==> src/rtl/sync_edge_filter.sv <==
// rtl/sync_edge_filter.sv - per-channel synchronizer with stability filter, edge pulses and sticky glitch flags
//
// Purpose:
//   Brings WIDTH asynchronous level inputs into the sys_clk domain through a
//   STAGES-deep flop chain, then only lets a channel's output follow the
//   synchronized level once it has disagreed with the output for FILTER_LEN
//   consecutive edges. Each accepted change produces a one-cycle rise_o or
//   fall_o pulse; each rejected transient sets a sticky glitch_o bit.
//
// Ports:
//   sys_clk       in   1      rising-edge clock for every flop
//   rstn_i        in   1      asynchronous active-low reset (release expected
//                             to be already synchronous to sys_clk)
//   data_in       in   WIDTH  asynchronous level inputs
//   glitch_clr_i  in   WIDTH  synchronous per-channel clear of glitch_o
//   sync_out      out  WIDTH  synchronized, filtered levels
//   rise_o        out  WIDTH  one-cycle pulse on each accepted 0->1 change
//   fall_o        out  WIDTH  one-cycle pulse on each accepted 1->0 change
//   glitch_o      out  WIDTH  sticky flag per rejected transient
module sync_edge_filter #(
  parameter int unsigned      WIDTH      = 1,
  parameter int unsigned      STAGES     = 2,
  parameter int unsigned      FILTER_LEN = 1,
  parameter logic [WIDTH-1:0] RESET_VAL  = {WIDTH{1'b0}}
) (
  input  logic             sys_clk,
  input  logic             rstn_i,
  input  logic [WIDTH-1:0] data_in,
  input  logic [WIDTH-1:0] glitch_clr_i,
  output logic [WIDTH-1:0] sync_out,
  output logic [WIDTH-1:0] rise_o,
  output logic [WIDTH-1:0] fall_o,
  output logic [WIDTH-1:0] glitch_o
);

  localparam int unsigned      CNT_W    = $clog2(FILTER_LEN + 1);
  localparam logic [CNT_W-1:0] CNT_LAST = CNT_W'(FILTER_LEN - 1);

  // Synchronizer chain: stage 0 samples data_in directly, no logic in between.
  logic [WIDTH-1:0] chain [STAGES];

  always_ff @(posedge sys_clk or negedge rstn_i) begin
    if (!rstn_i) begin
      for (int k = 0; k < STAGES; k++) chain[k] <= RESET_VAL;
    end else begin
      chain[0] <= data_in;
      for (int k = 1; k < STAGES; k++) chain[k] <= chain[k-1];
    end
  end

  for (genvar g = 0; g < WIDTH; g++) begin : g_ch
    logic             s;
    logic             differ;
    logic             at_last;
    logic [CNT_W-1:0] cnt;
    logic             level_q;
    logic             rise_q;
    logic             fall_q;
    logic             glitch_q;

    assign s       = chain[STAGES-1][g];
    assign differ  = s ^ level_q;
    // With FILTER_LEN=1 CNT_LAST is 0, so the first disagreement is accepted
    // and cnt never leaves zero, which also keeps glitch detection silent.
    assign at_last = (cnt == CNT_LAST);

    always_ff @(posedge sys_clk or negedge rstn_i) begin
      if (!rstn_i) begin
        cnt      <= '0;
        level_q  <= RESET_VAL[g];
        rise_q   <= 1'b0;
        fall_q   <= 1'b0;
        glitch_q <= 1'b0;
      end else begin
        rise_q   <= differ & at_last & s;
        fall_q   <= differ & at_last & ~s;
        // A disagreement run that ends before acceptance is a glitch; the set
        // term wins over a simultaneous clear.
        glitch_q <= (~differ & (cnt != '0)) | (glitch_q & ~glitch_clr_i[g]);
        if (!differ) begin
          cnt <= '0;
        end else if (at_last) begin
          level_q <= s;
          cnt     <= '0;
        end else begin
          cnt <= cnt + CNT_W'(1);
        end
      end
    end

    assign sync_out[g] = level_q;
    assign rise_o[g]   = rise_q;
    assign fall_o[g]   = fall_q;
    assign glitch_o[g] = glitch_q;
  end

endmodule

==> config.mk <==
export PLATFORM = sky130hd
export DESIGN_NAME = sync_edge_filter
export DESIGN_NICKNAME = d
export VERILOG_FILES = /design/src/rtl/sync_edge_filter.sv
export SDC_FILE = /design/constraint.sdc
export NUM_CORES = 1
export LEC_CHECK = 0
export ABC_AREA = 1
export CELL_PAD_IN_SITES_DETAIL_PLACEMENT = 1
export CELL_PAD_IN_SITES_GLOBAL_PLACEMENT = 2
export CORE_AREA = 2 2 39 41
export DETAILED_ROUTE_END_ITERATION = 8
export DIE_AREA = 0 0 41 43
export PLACE_DENSITY_LB_ADDON = 0.3
export SLEW_MARGIN = 20
export SYNTH_ARGS = -nofsm -noshare
export SYNTH_HDL_FRONTEND = slang
export SYNTH_SLANG_ARGS = --single-unit
==> constraint.sdc <==
create_clock -name sys_clk -period 1.9 [get_ports sys_clk]
set_input_delay 0.38 -clock sys_clk [delete_from_list [all_inputs] [get_ports sys_clk]]
set_output_delay 0.38 -clock sys_clk [all_outputs]
set_load 0.05 [all_outputs]
==> After elaboration in Yosys (flattened, before gate mapping) <==
Cells that the tools add are included.
{ "totals": {"regBits": 7, "inputBits": 4, "out_inout_bits": 4, "word_cells": 22} }
{ "op_classes": {"add_sub_neg": 1, "n_mux": 2, "bitwise_logic": 11, "reduce_logical": 1} }
{ "ops": {"columns": ["operator", "count"], "rows": [
  ["$and 1x1->1", 5],
  ["$not 1->1", 4],
  ["$mux 1", 2],
  ["$reduce_and 2->1", 1],
  ["$add 1x1->1 const B", 1],
  ["$or 1x1->1", 1],
  ["$xor 1x1->1", 1]
]} }

==> Logic depth before layout (Yosys ltp) <==
Gate-level depths: netlist (run 1).
{ "depth": {"ltp_word": 4, "depth_mapped": 5, "mapped_depth_nobuf": 5} }

==> Worst setup path before layout (run 1) <==
OpenSTA, ideal clock, no wires.
{ "synth_path": {"path_type": "flip-flop to flip-flop", "start": "register g_ch[0].level_q (netlist: sync_out)", "end": "register g_ch[0].level_q (netlist: sync_out)", "setup_time_ns": 0.118, "t_arrival_ns": 1.148, "required_ns": 1.782, "setup_slack_ns": 0.634, "path_stages_with_launch": 5, "path_buffers": 0, "path_cell_list": "dfrtp_1 inv_1 ha_1 nand2_1 nand2_1"} }
{ "synth_via": {"elab_chain_cells": 2} }
{ "synth_rtl": {"columns": ["item", "line_no", "rtl"], "rows": [
  ["from (decl)", "56", "logic level_q;"],
  ["from (signal assigned)", "70", "level_q <= RESET_VAL[g];"],
  ["from (signal assigned)", "83", "level_q <= s;"],
  ["$xor 1x1->1", "62", "assign differ = s ^ level_q;"],
  ["$reduce_and 2->1 (no line)", null, null]
]} }
No other way between the ends.
A chain may end at the register's enable or synchronous reset.

==> Worst setup path in the final report (run 1) <==
{ "layout_path": {"start": "register g_ch[0].glitch_q (netlist: glitch_o)", "end": "output port glitch_o"} }
{ "layout_lines": {"columns": ["item", "line_no", "rtl"], "rows": [
  ["from (decl)", "59", "logic glitch_q;"],
  ["from (signal assigned)", "79", "glitch_q <= (~differ & (cnt != '0)) | (glitch_q & ~glitch_clr_i[g]);"],
  ["to (decl)", "33", "output logic [WIDTH-1:0] glitch_o"]
]} }
No word-level cell between the ends.

==> parameters.txt, run 1 <==
Parameter                              Value

Clocking
  Clock edge transition at the registers on the reported setup and hold paths ... 0.04 ns
  Root buffer cell ... sky130_fd_sc_hd__clkbuf_4
  CTS buffer count ... 3
  Resize count post-CTS ... 0
  H-tree levels ... 1
  Number of sinks handled by clock tree synthesis ... 6
  Number of setup buffers added after CTS ... 0
  TritonCTS clock tree ... yes
  Worst-skew pair later-pin latency ... roughly 0.24 ns
  Hold-fix buffers, CTS ... 0
  CTS Buffer Depth ... 2

Yosys
  Async set or reset register ratio after synthesis ... 100.0%
  Area leader, netlist ... sky130_fd_sc_hd__dfrtp_1
  Number of enable flip-flop cells after synthesis ... 0
  Post-synthesis register bit count ... 6
  Leading cell types by count after synthesis ... 6 x sky130_fd_sc_hd__dfrtp_1, 4 x sky130_fd_sc_hd__inv_1, 3 x sky130_fd_sc_hd__nand2_1
  Synthesized area per cell ... 12.82 um^2
  Number of distinct standard cells referenced by the synthesized netlist ... 5
  Largest cells by area after synthesis ... sky130_fd_sc_hd__dfrtp_1 73%, sky130_fd_sc_hd__ha_1 12%, sky130_fd_sc_hd__inv_1 7.3%, sky130_fd_sc_hd__nand2_1 5.5%, sky130_fd_sc_hd__nor2_1 1.8%
  Proportion of netlist area held by the largest area contributor ... between 70% and 80%
  Most used flip-flop cell after synthesis ... sky130_fd_sc_hd__dfrtp_1
  Post-Synthesis Cells ... 16
  Sequential cell area fraction in the yosys report ... around three quarters
  Most repeated cell in the gate-level netlist after synthesis ... sky130_fd_sc_hd__dfrtp_1
  Post-synth design cell area ... 205.2 um^2
  Net count after synthesis ... 22
  Yosys Warn Count ... 0

Worst setup path
  Flop-to-flop setup slack ... just over 0.9 ns
  Worst endpoint required time ... between 1.5 and 2 ns
  Arr. time, crit path ... approximately 1.4 ns
  Endpoint kind of the worst setup timing path ... output pin
  FF-to-FF path depth ... 5
  Cell count along the critical path ... 1
  Kind of critical path ... reg -> out
  Cell class contributing the biggest share of worst-path delay ... buffers and inverters
  Ordered cell list for the critical path ... clkdlybuf4s50_1
  Slowest stage cell, crit path ... sky130_fd_sc_hd__clkdlybuf4s50_1
  Launching instance or port of the critical path ... glitch_o
  Highest fanout seen on the critical path ... 2
  Worst stage delay on the critical path ... ~0.80 ns
  RR Endpoint ... sync_out
  Kind of launch point of the worst setup path ... flop
  Worst path bufs/invs ... 1
  Reg-to-Reg Start ... sync_out
  End of the critical path ... glitch_o

Drt
  Number of nets still failing antenna checks after routing ... 0
  Number of vias per cell ... 3.333
  DR pass1 iterations ... 1
  Wire length per cell after detailed routing ... around 8.6 um
  Routed vias ... 140
  Final Routed Wirelength ... 360 um
  Number of remaining DRC errors ... 0
  DRT iter0 DRCs ... 0

Timing
  Worst rel slew slack ... about two thirds
  Final Slew Violations ... 0
  Share of the cycle needed by the critical path after routing ... between 90% and 100%
  Final Setup Violations ... 0
  Setup repair after global routing missed its margin ... false
  Sum of negative setup slack ... 0 ns
  Final period demand of the worst path ... roughly 1.8 ns
  Achievable Freq ... between 500 and 600 MHz
  Number of hold-slack violations in the final timing report ... 0
  Max Clock Skew ... 0.001867 ns
  Worst slew pin tran ... roughly 0.49 ns

Power
  Static leakage power ... about 0.16 nW
  Pwr/cell area ... between 1000 and 1500 nW/um^2
  Peak VDD IR ... between 0.2 and 0.3 mV
  Post-layout total power ... 0.4491 mW

Layout
  Fillers ... around 160
  Number of antenna cells inserted ... 0
  Core utilization of the finished layout ... a little under a quarter
  Layout cells sized above 1 ... 15.38%
  Final nets ... 34
  Synthesis-to-layout area growth ... 53.66%
  Post-route design area ... approximately 320 um^2

Floorplan
  Overall die height ... approximately 43 um
  Die outline area ... 1763 um^2
  Top-Level Pins ... 8
  Row cnt ... 14
  Die Width ... around 41 um
  Placeable Area ... ~1400 um^2
  Starting Density ... approximately 15%

Job
  Max-cap check violation count ... 0

GRT
  Total global routing overflow ... 0
  Global-route wire length before repair ... 614 um
  Global routing met2 resource utilization ... a little over 7%
  Pin count of the biggest net entering global routing ... 7
  Layer with the highest usage ... met4
  Number of global-route vias before repair ... ~150
  Global routing met3 resource utilization ... 5.236%
  Overall routing resource usage ... 6.572%
  Initial antenna violation count ... 0
  Met1 track demand over resource in global routing ... roughly 5.6%

Min path
  Path class of the lowest-slack min-delay path ... reg -> reg

Placed design
  DP Area ... slightly below 300 um^2
  # port buffers ... 7
  HPWL after detailed placement ... roughly 280 um
  Gpl congestion ... ~0.6

Status
  Status ... complete, no violations
## cell usage in the layout, fill, tap and decap left out
cell type | netlist | layout
sky130_fd_sc_hd__nor2_1 | 1 | 1
sky130_fd_sc_hd__ha_1 | 2 | 2
sky130_fd_sc_hd__clkdlybuf4s50_1 | 0 | 6
sky130_fd_sc_hd__buf_4 | 0 | 1
sky130_fd_sc_hd__clkbuf_4 | 0 | 3
sky130_fd_sc_hd__inv_1 | 4 | 4
sky130_fd_sc_hd__nand2_1 | 3 | 3
sky130_fd_sc_hd__dfrtp_1 | 6 | 6
## cell type report
| class | instances | area [um^2] | share of cell area (%) |
|---|---|---|---|
| repair buffers | 7 | 67.56 | 21.43 |
| well taps | 16 | 20.02 | 6.349 |
| clock buffers | 3 | 22.52 | 7.143 |
| inverters | 4 | 15.01 | 4.762 |
| flip-flops and latches | 6 | 150.1 | 47.62 |
| multi-input cells | 6 | 40.04 | 12.70 |
## kinds of logic (layout without fill, tap and decap cells)
kind of cell | Yosys count | in the layout | synth area share, %
DFF | 6 | 6 | 73.17
and+or+nand+nor | 4 | 4 | 7.315
buffers and inverters | 4 | 14 | 7.315
adders and majority gates | 2 | 2 | 12.19
## worst min-delay path by stage
stage	slack, ns	from	end	cells past startpoint
floorplan	0.08	rstn_i	chain[1]	0
global route	0.37	chain[1]	g_ch[0].s	0
finish	0.35	chain[1]	g_ch[0].s	0
CTS	0.35	chain[1]	g_ch[0].s	0
detailed placement	0.34	chain[1]	g_ch[0].s	0
global placement	0.34	chain[1]	g_ch[0].s	0
## metal layers
layer,up-vias,wire length (um),part of all wire (%)
met1,67,128,36
li1,66,-,-
met3,0,58,16
met5,-,0,0
met4,0,0,0
met2,7,174,48
## flip-flops by register name, summed over array words and instances (netlist names)
| register | flops |
|---|---|
| sync_out | 1 |
| fall_o | 1 |
| glitch_o | 1 |
| g_ch.s | 1 |
| chain | 1 |
| rise_o | 1 |
## per-stage QoR
| stage | setup WS [ns] | instances | hold slack [ns] |
|---|---|---|---|
| after floorplan | 0.6343 | 16 | 0.08441 |
| after CTS | 0.1237 | 42 | 0.3490 |
| after global placement | 0.4039 | 39 | 0.3373 |
| final | 0.1490 | 42 | 0.3453 |
| after global routing | 0.08220 | 42 | 0.3667 |
| after detailed placement | 0.3952 | 39 | 0.3387 |
## report_power, final
part | switching [mW] | internal, mW
Clock | 0.0450 | 0.0714
Combinational | 0.112 | 0.0535
Sequential | 0.0148 | 0.152
Total | 0.172 | 0.277
Power figures use the tool's default switching activity.
==> run 2, diff against run 1 <==
- DONT_BUFFER_PORTS: not set -> 1
==> parameters.txt, run 2 (same netlist as run 1, synthesis figures left out) <==
Parameter                              Value

Status
  Status ... complete, no violations

Layout
  Number of antenna cells inserted ... 0
  Layout cells sized above 1 ... 19.05%
  Commonest cells after routing, fill and taps aside ... 6 x sky130_fd_sc_hd__dfrtp_1, 4 x sky130_fd_sc_hd__inv_1, 3 x sky130_fd_sc_hd__nand2_1, 3 x sky130_fd_sc_hd__clkbuf_4, 2 x sky130_fd_sc_hd__ha_1
  Fillers ... 160
  Core utilization of the finished layout ... a little under a fifth
  Final nets ... 29
  Multi-input combinational cell area ... ~40 um^2
  Most common cell after layout, fill and taps aside ... sky130_fd_sc_hd__dfrtp_1
  Synthesis-to-layout area growth ... 29.27%
  FF+latch area ... about 150 um^2

Placed design
  # port buffers ... 0
  Pre-CTS WS ... around 0.74 ns
  Gpl congestion ... approximately 0.52
  HPWL after detailed placement ... approximately 280 um

Floorplan
  Die Width ... ~41 um
  Starting Density ... 14.83%
  Row cnt ... 14
  Placeable Area ... 1384 um^2
  Overall die height ... between 40 and 50 um
  Die outline area ... 1763 um^2
  Top-Level Pins ... 8

Power
  Post-layout total power ... about 0.42 mW
  Static leakage power ... 0.1399 nW
  Portion of total power attributed to sequential cells ... 48.1%
  Total internal power ... roughly 0.25 mW
  Peak VDD IR ... 0.4875 mV
  Net load switching power ... 0.1683 mW
  Pwr/cell area ... between 1500 and 2000 nW/um^2
  Gate power share ... 25.2%
  Relative contribution of the clock network to total power ... a little over a quarter
  Switching fraction of total power ... 39.85%

Worst setup path
  Worst endpoint required time ... 1.52 ns
  Launching instance or port of the critical path ... glitch_o
  Endpoint kind of the worst setup timing path ... output pin
  Kind of critical path ... reg -> out
  Highest fanout seen on the critical path ... 2
  FF-to-FF path depth ... 6
  Arr. time, crit path ... approximately 0.87 ns
  Kind of launch point of the worst setup path ... flop
  RR Endpoint ... sync_out
  Reg-to-Reg Start ... sync_out
  Flop-to-flop setup slack ... between 0.7 and 0.8 ns

Timing
  Setup ws final ... 0.6519 ns
  Max Clock Skew ... just under 0.005 ns
  Final period demand of the worst path ... ~1.2 ns
  Worst rel slew slack ... 68.51%
  Final Slew Violations ... 0
  Share of the cycle needed by the critical path after routing ... about two thirds
  Achievable Freq ... roughly 800 MHz
  Final Setup Violations ... 0
  Sum of negative setup slack ... 0 ns
  Setup repair after global routing missed its margin ... false
  Number of hold-slack violations in the final timing report ... 0
  Worst slew pin tran ... between 0.4 and 0.5 ns

Clocking
  Root buffer cell ... sky130_fd_sc_hd__clkbuf_4
  CTS Buffer Depth ... 2
  Clock edge transition at the registers on the reported setup and hold paths ... ~0.050 ns
  Number of setup buffers added after CTS ... 0
  TritonCTS clock tree ... yes
  Worst-skew pair later-pin latency ... 0.24 ns
  H-tree levels ... 1
  Number of sinks handled by clock tree synthesis ... 6
  CTS buffer count ... 3
  Resize count post-CTS ... 0

Min path
  Number of cells traversed by the worst hold path ... 0
  Path class of the lowest-slack min-delay path ... in -> reg
  Endpoint of the worst hold-timing path ... chain[1]
  Launch point of the worst hold path ... data_in

Drt
  Number of nets still failing antenna checks after routing ... 0
  DRT iter0 DRCs ... 0
  Final Routed Wirelength ... around 330 um
  Number of remaining DRC errors ... 0
  Wire length per cell after detailed routing ... 8.811 um
  Routed vias ... between 100 and 150
  Number of vias per cell ... approximately 3.2
  DR pass1 iterations ... 1

GRT
  Pin count of the biggest net entering global routing ... 7
  Number of global-route vias before repair ... 133
  Overall routing resource usage ... 4.839%
  Total global routing overflow ... 0
  Initial antenna violation count ... 0
  Global-route wire length before repair ... about 470 um

Job
  Max-cap check violation count ... 0
[run 2: power groups by stage]
| stage | sequential (mW) | clock [mW] | combinational [mW] |
|---|---|---|---|
| 2_1_floorplan | 0.247 | 0 | 0.0307 |
| 3_3_place_gp | 0.204 | 0 | 0.0998 |
| 3_5_place_dp | 0.206 | 0 | 0.105 |
| 4_1_cts | 0.204 | 0.120 | 0.109 |
| 5_1_grt | 0.206 | 0.128 | 0.118 |
| 6_report | 0.203 | 0.113 | 0.107 |
[run 2: metrics by stage]
| step | instance area, um^2 | hold slack, ns | instances |
|---|---|---|---|
| detailed placement | 232.7 | 0.08460 | 33 |
| global route | 265.3 | 0.1530 | 37 |
| CTS | 265.3 | 0.1596 | 37 |
| floorplan | 205.2 | 0.08441 | 16 |
| global placement | 232.7 | 0.08455 | 33 |
| finish | 265.3 | 0.1730 | 37 |
[run 2: final cells by class]
class	count	share of cell area [%]
Sequential cell	6	56.60
Tap cell	16	7.547
Inverter	4	5.660
Timing Repair Buffer	2	6.604
Clock buffer	3	8.491
Multi-Input combinational cell	6	15.09
[run 2: what timing repair did]
| action | CTS | global route |
|---|---|---|
| endpoints found under the hold margin | 6 | 0 |
| setup endpoints to repair | 0 | 0 |
| hold buffers | 1 | 0 |
[run 2: worst max path at each step]
| stage | endpoint | slack, ns | cells past startpoint |
|---|---|---|---|
| after floorplan | sync_out | 0.63 | 4 |
| after global placement | sync_out | 0.79 | 5 |
| after detailed placement | sync_out | 0.74 | 6 |
| after CTS | glitch_o | 0.64 | 0 |
| after global routing | glitch_o | 0.62 | 0 |
| final | glitch_o | 0.65 | 0 |
[run 2: routing by layer]
layer,up-vias,GRT usage [%],routed length [um]
met5,-,0,0
met4,0,2.000,0
met3,0,7.853,60
met2,9,6.250,146
met1,54,3.257,119
li1,57,-,-
==> run 3, diff against run 2 <==
- clock period: 1.9 -> 1.05 ns (I/O delays scaled with it)
==> parameters.txt, run 3 (same netlist as run 1, synthesis figures left out) <==
Parameter                              Value

Worst setup path
  Worst path bufs/invs ... 1
  Slowest stage cell, crit path ... sky130_fd_sc_hd__dfrtp_2
  Cell count along the critical path ... 1
  Cell class contributing the biggest share of worst-path delay ... flip-flops
  Arr. time, crit path ... just over 0.8 ns
  Ordered cell list for the critical path ... buf_6
  Kind of launch point of the worst setup path ... flop
  Kind of critical path ... reg -> out
  Worst stage delay on the critical path ... approximately 0.4 ns
  FF-to-FF path depth ... 4
  Worst endpoint required time ... 0.84 ns
  Highest fanout seen on the critical path ... 3
  Endpoint kind of the worst setup timing path ... output pin

Layout
  Post-route design area ... ~300 um^2
  Fillers ... 166
  Final nets ... 32
  Layout cells sized above 1 ... 32.00%
  Synthesis-to-layout area growth ... 46.34%
  Number of antenna cells inserted ... 0
  Commonest cells after routing, fill and taps aside ... 4 x sky130_fd_sc_hd__inv_1, 4 x sky130_fd_sc_hd__dfrtp_1, 3 x sky130_fd_sc_hd__nand2_1, 3 x sky130_fd_sc_hd__clkbuf_4

Drt
  DR pass1 iterations ... 2
  Number of remaining DRC errors ... 0
  DRT iter0 DRCs ... 2
  Number of nets still failing antenna checks after routing ... 0
  Number of vias per cell ... around 3.3
  Final Routed Wirelength ... between 300 and 400 um
  Routed vias ... between 100 and 150
  Wire length per cell after detailed routing ... 8.171 um

Timing
  Number of hold-slack violations in the final timing report ... 0
  Final Setup Violations ... 0
  Final Slew Violations ... 0
  Setup repair after global routing missed its margin ... true
  Final period demand of the worst path ... 1.015 ns
  Worst-case hold slack ... around 0.028 ns
  Max Clock Skew ... just over 0.005 ns
  Worst slew pin tran ... 0.2753 ns
  Share of the cycle needed by the critical path after routing ... a little under 100%
  Worst rel slew slack ... slightly above 80%
  Achievable Freq ... 985.0 MHz

GRT
  Initial antenna violation count ... 0
  Number of global-route vias before repair ... about 150
  Overall routing resource usage ... under 10%
  Global-route wire length before repair ... about 560 um
  Pin count of the biggest net entering global routing ... 7
  Total global routing overflow ... 0

Power
  Static leakage power ... about 0.15 nW
  Switching fraction of total power ... between 30% and 40%
  Total internal power ... 0.5205 mW
  Net load switching power ... approximately 0.32 mW
  Gate power share ... a little under two fifths
  Peak VDD IR ... 0.7950 mV
  Portion of total power attributed to sequential cells ... a little over a third
  Relative contribution of the clock network to total power ... between 20 and 30%
  Post-layout total power ... 0.8393 mW
  Pwr/cell area ... around 2800 nW/um^2

Floorplan
  Die Width ... ~40 um
  Top-Level Pins ... 8
  Placeable Area ... between 1000 and 1500 um^2
  Die outline area ... around 1800 um^2
  Row cnt ... 14
  Overall die height ... roughly 43 um
  Starting Density ... between 10 and 15%

Status
  Status ... complete, no violations

Clocking
  Clock edge transition at the registers on the reported setup and hold paths ... around 0.050 ns
  Root buffer cell ... sky130_fd_sc_hd__clkbuf_4
  Number of setup buffers added after CTS ... 0
  H-tree levels ... 1
  Worst-skew pair later-pin latency ... 0.25 ns
  CTS Buffer Depth ... 2
  Number of sinks handled by clock tree synthesis ... 6
  CTS buffer count ... 3
  TritonCTS clock tree ... yes

Min path
  Number of cells traversed by the worst hold path ... 1
  Path class of the lowest-slack min-delay path ... in -> reg

Placed design
  HPWL after detailed placement ... between 200 and 250 um
  DP Area ... ~250 um^2
  Gpl congestion ... 0.5514
  # port buffers ... 0

Job
  Max-cap check violation count ... 0
## run 3: cell count changes in the layout (fill, tap and decap cells not counted), sizes merged
cell,change
clkbuf,+1
buf,+2
dlygate4sd3,+1
## run 3: power groups by stage
| stage | clock network, mW | registers [mW] | logic, mW |
|---|---|---|---|
| 2_1_floorplan | 0 | 0.451 | 0.0548 |
| 3_3_place_gp | 0 | 0.299 | 0.290 |
| 3_5_place_dp | 0 | 0.299 | 0.295 |
| 4_1_cts | 0.247 | 0.299 | 0.318 |
| 5_1_grt | 0.265 | 0.306 | 0.339 |
| 6_report | 0.230 | 0.298 | 0.311 |
## run 3: layout make-up
class / count / area [um^2] / area share [%]
flip-flops and latches: 6 / 152.6 / 50.83
multi-input cells: 6 / 40.04 / 13.33
repair buffers: 5 / 46.29 / 15.42
inverters: 4 / 15.01 / 5.000
well taps: 16 / 20.02 / 6.667
clock buffers: 4 / 26.28 / 8.750
## run 3: what timing repair did
item	in CTS	in global routing
resized for setup	2	0
endpoints found under the hold margin	7	0
gates cloned	0	0
hold buffers	2	0
endpoints found under the setup margin	2	1
pin swaps	0	0
## run 3: per-layer routing
layer	GRT usage, %	up-vias	routed length, um
met5	0	-	0
met4	2.000	0	0
met3	9.424	0	57
met2	8.125	11	168
met1	3.571	61	109
li1	-	63	-
## run 3: final timing paths
| kind | slack, ns | to | from |
|---|---|---|---|
| max in group asynchronous | 0.54 | glitch_o | rstn_i |
| min | 0.03 | glitch_o | glitch_clr_i |
| min in group asynchronous | 0.27 | g_ch[0].s | rstn_i |
| max | 0.03 | sync_out | sync_out |
| max reg2reg | 0.10 | sync_out | g_ch[0].s |
| min reg2reg | 0.35 | g_ch[0].s | chain[1] |
## run 3: through the flow
step	worst slack [ns]	utilization [%]	std cells	TNS (ns)
5_1_grt	-0.01196	21.70	41	-0.01196
3_3_place_gp	0.1316	17.99	35	0
3_5_place_dp	0.09380	17.99	35	0
6_report	0.03476	21.70	41	0
4_1_cts	0.01724	21.70	41	0
2_1_floorplan	-0.05276	-	16	-0.05276
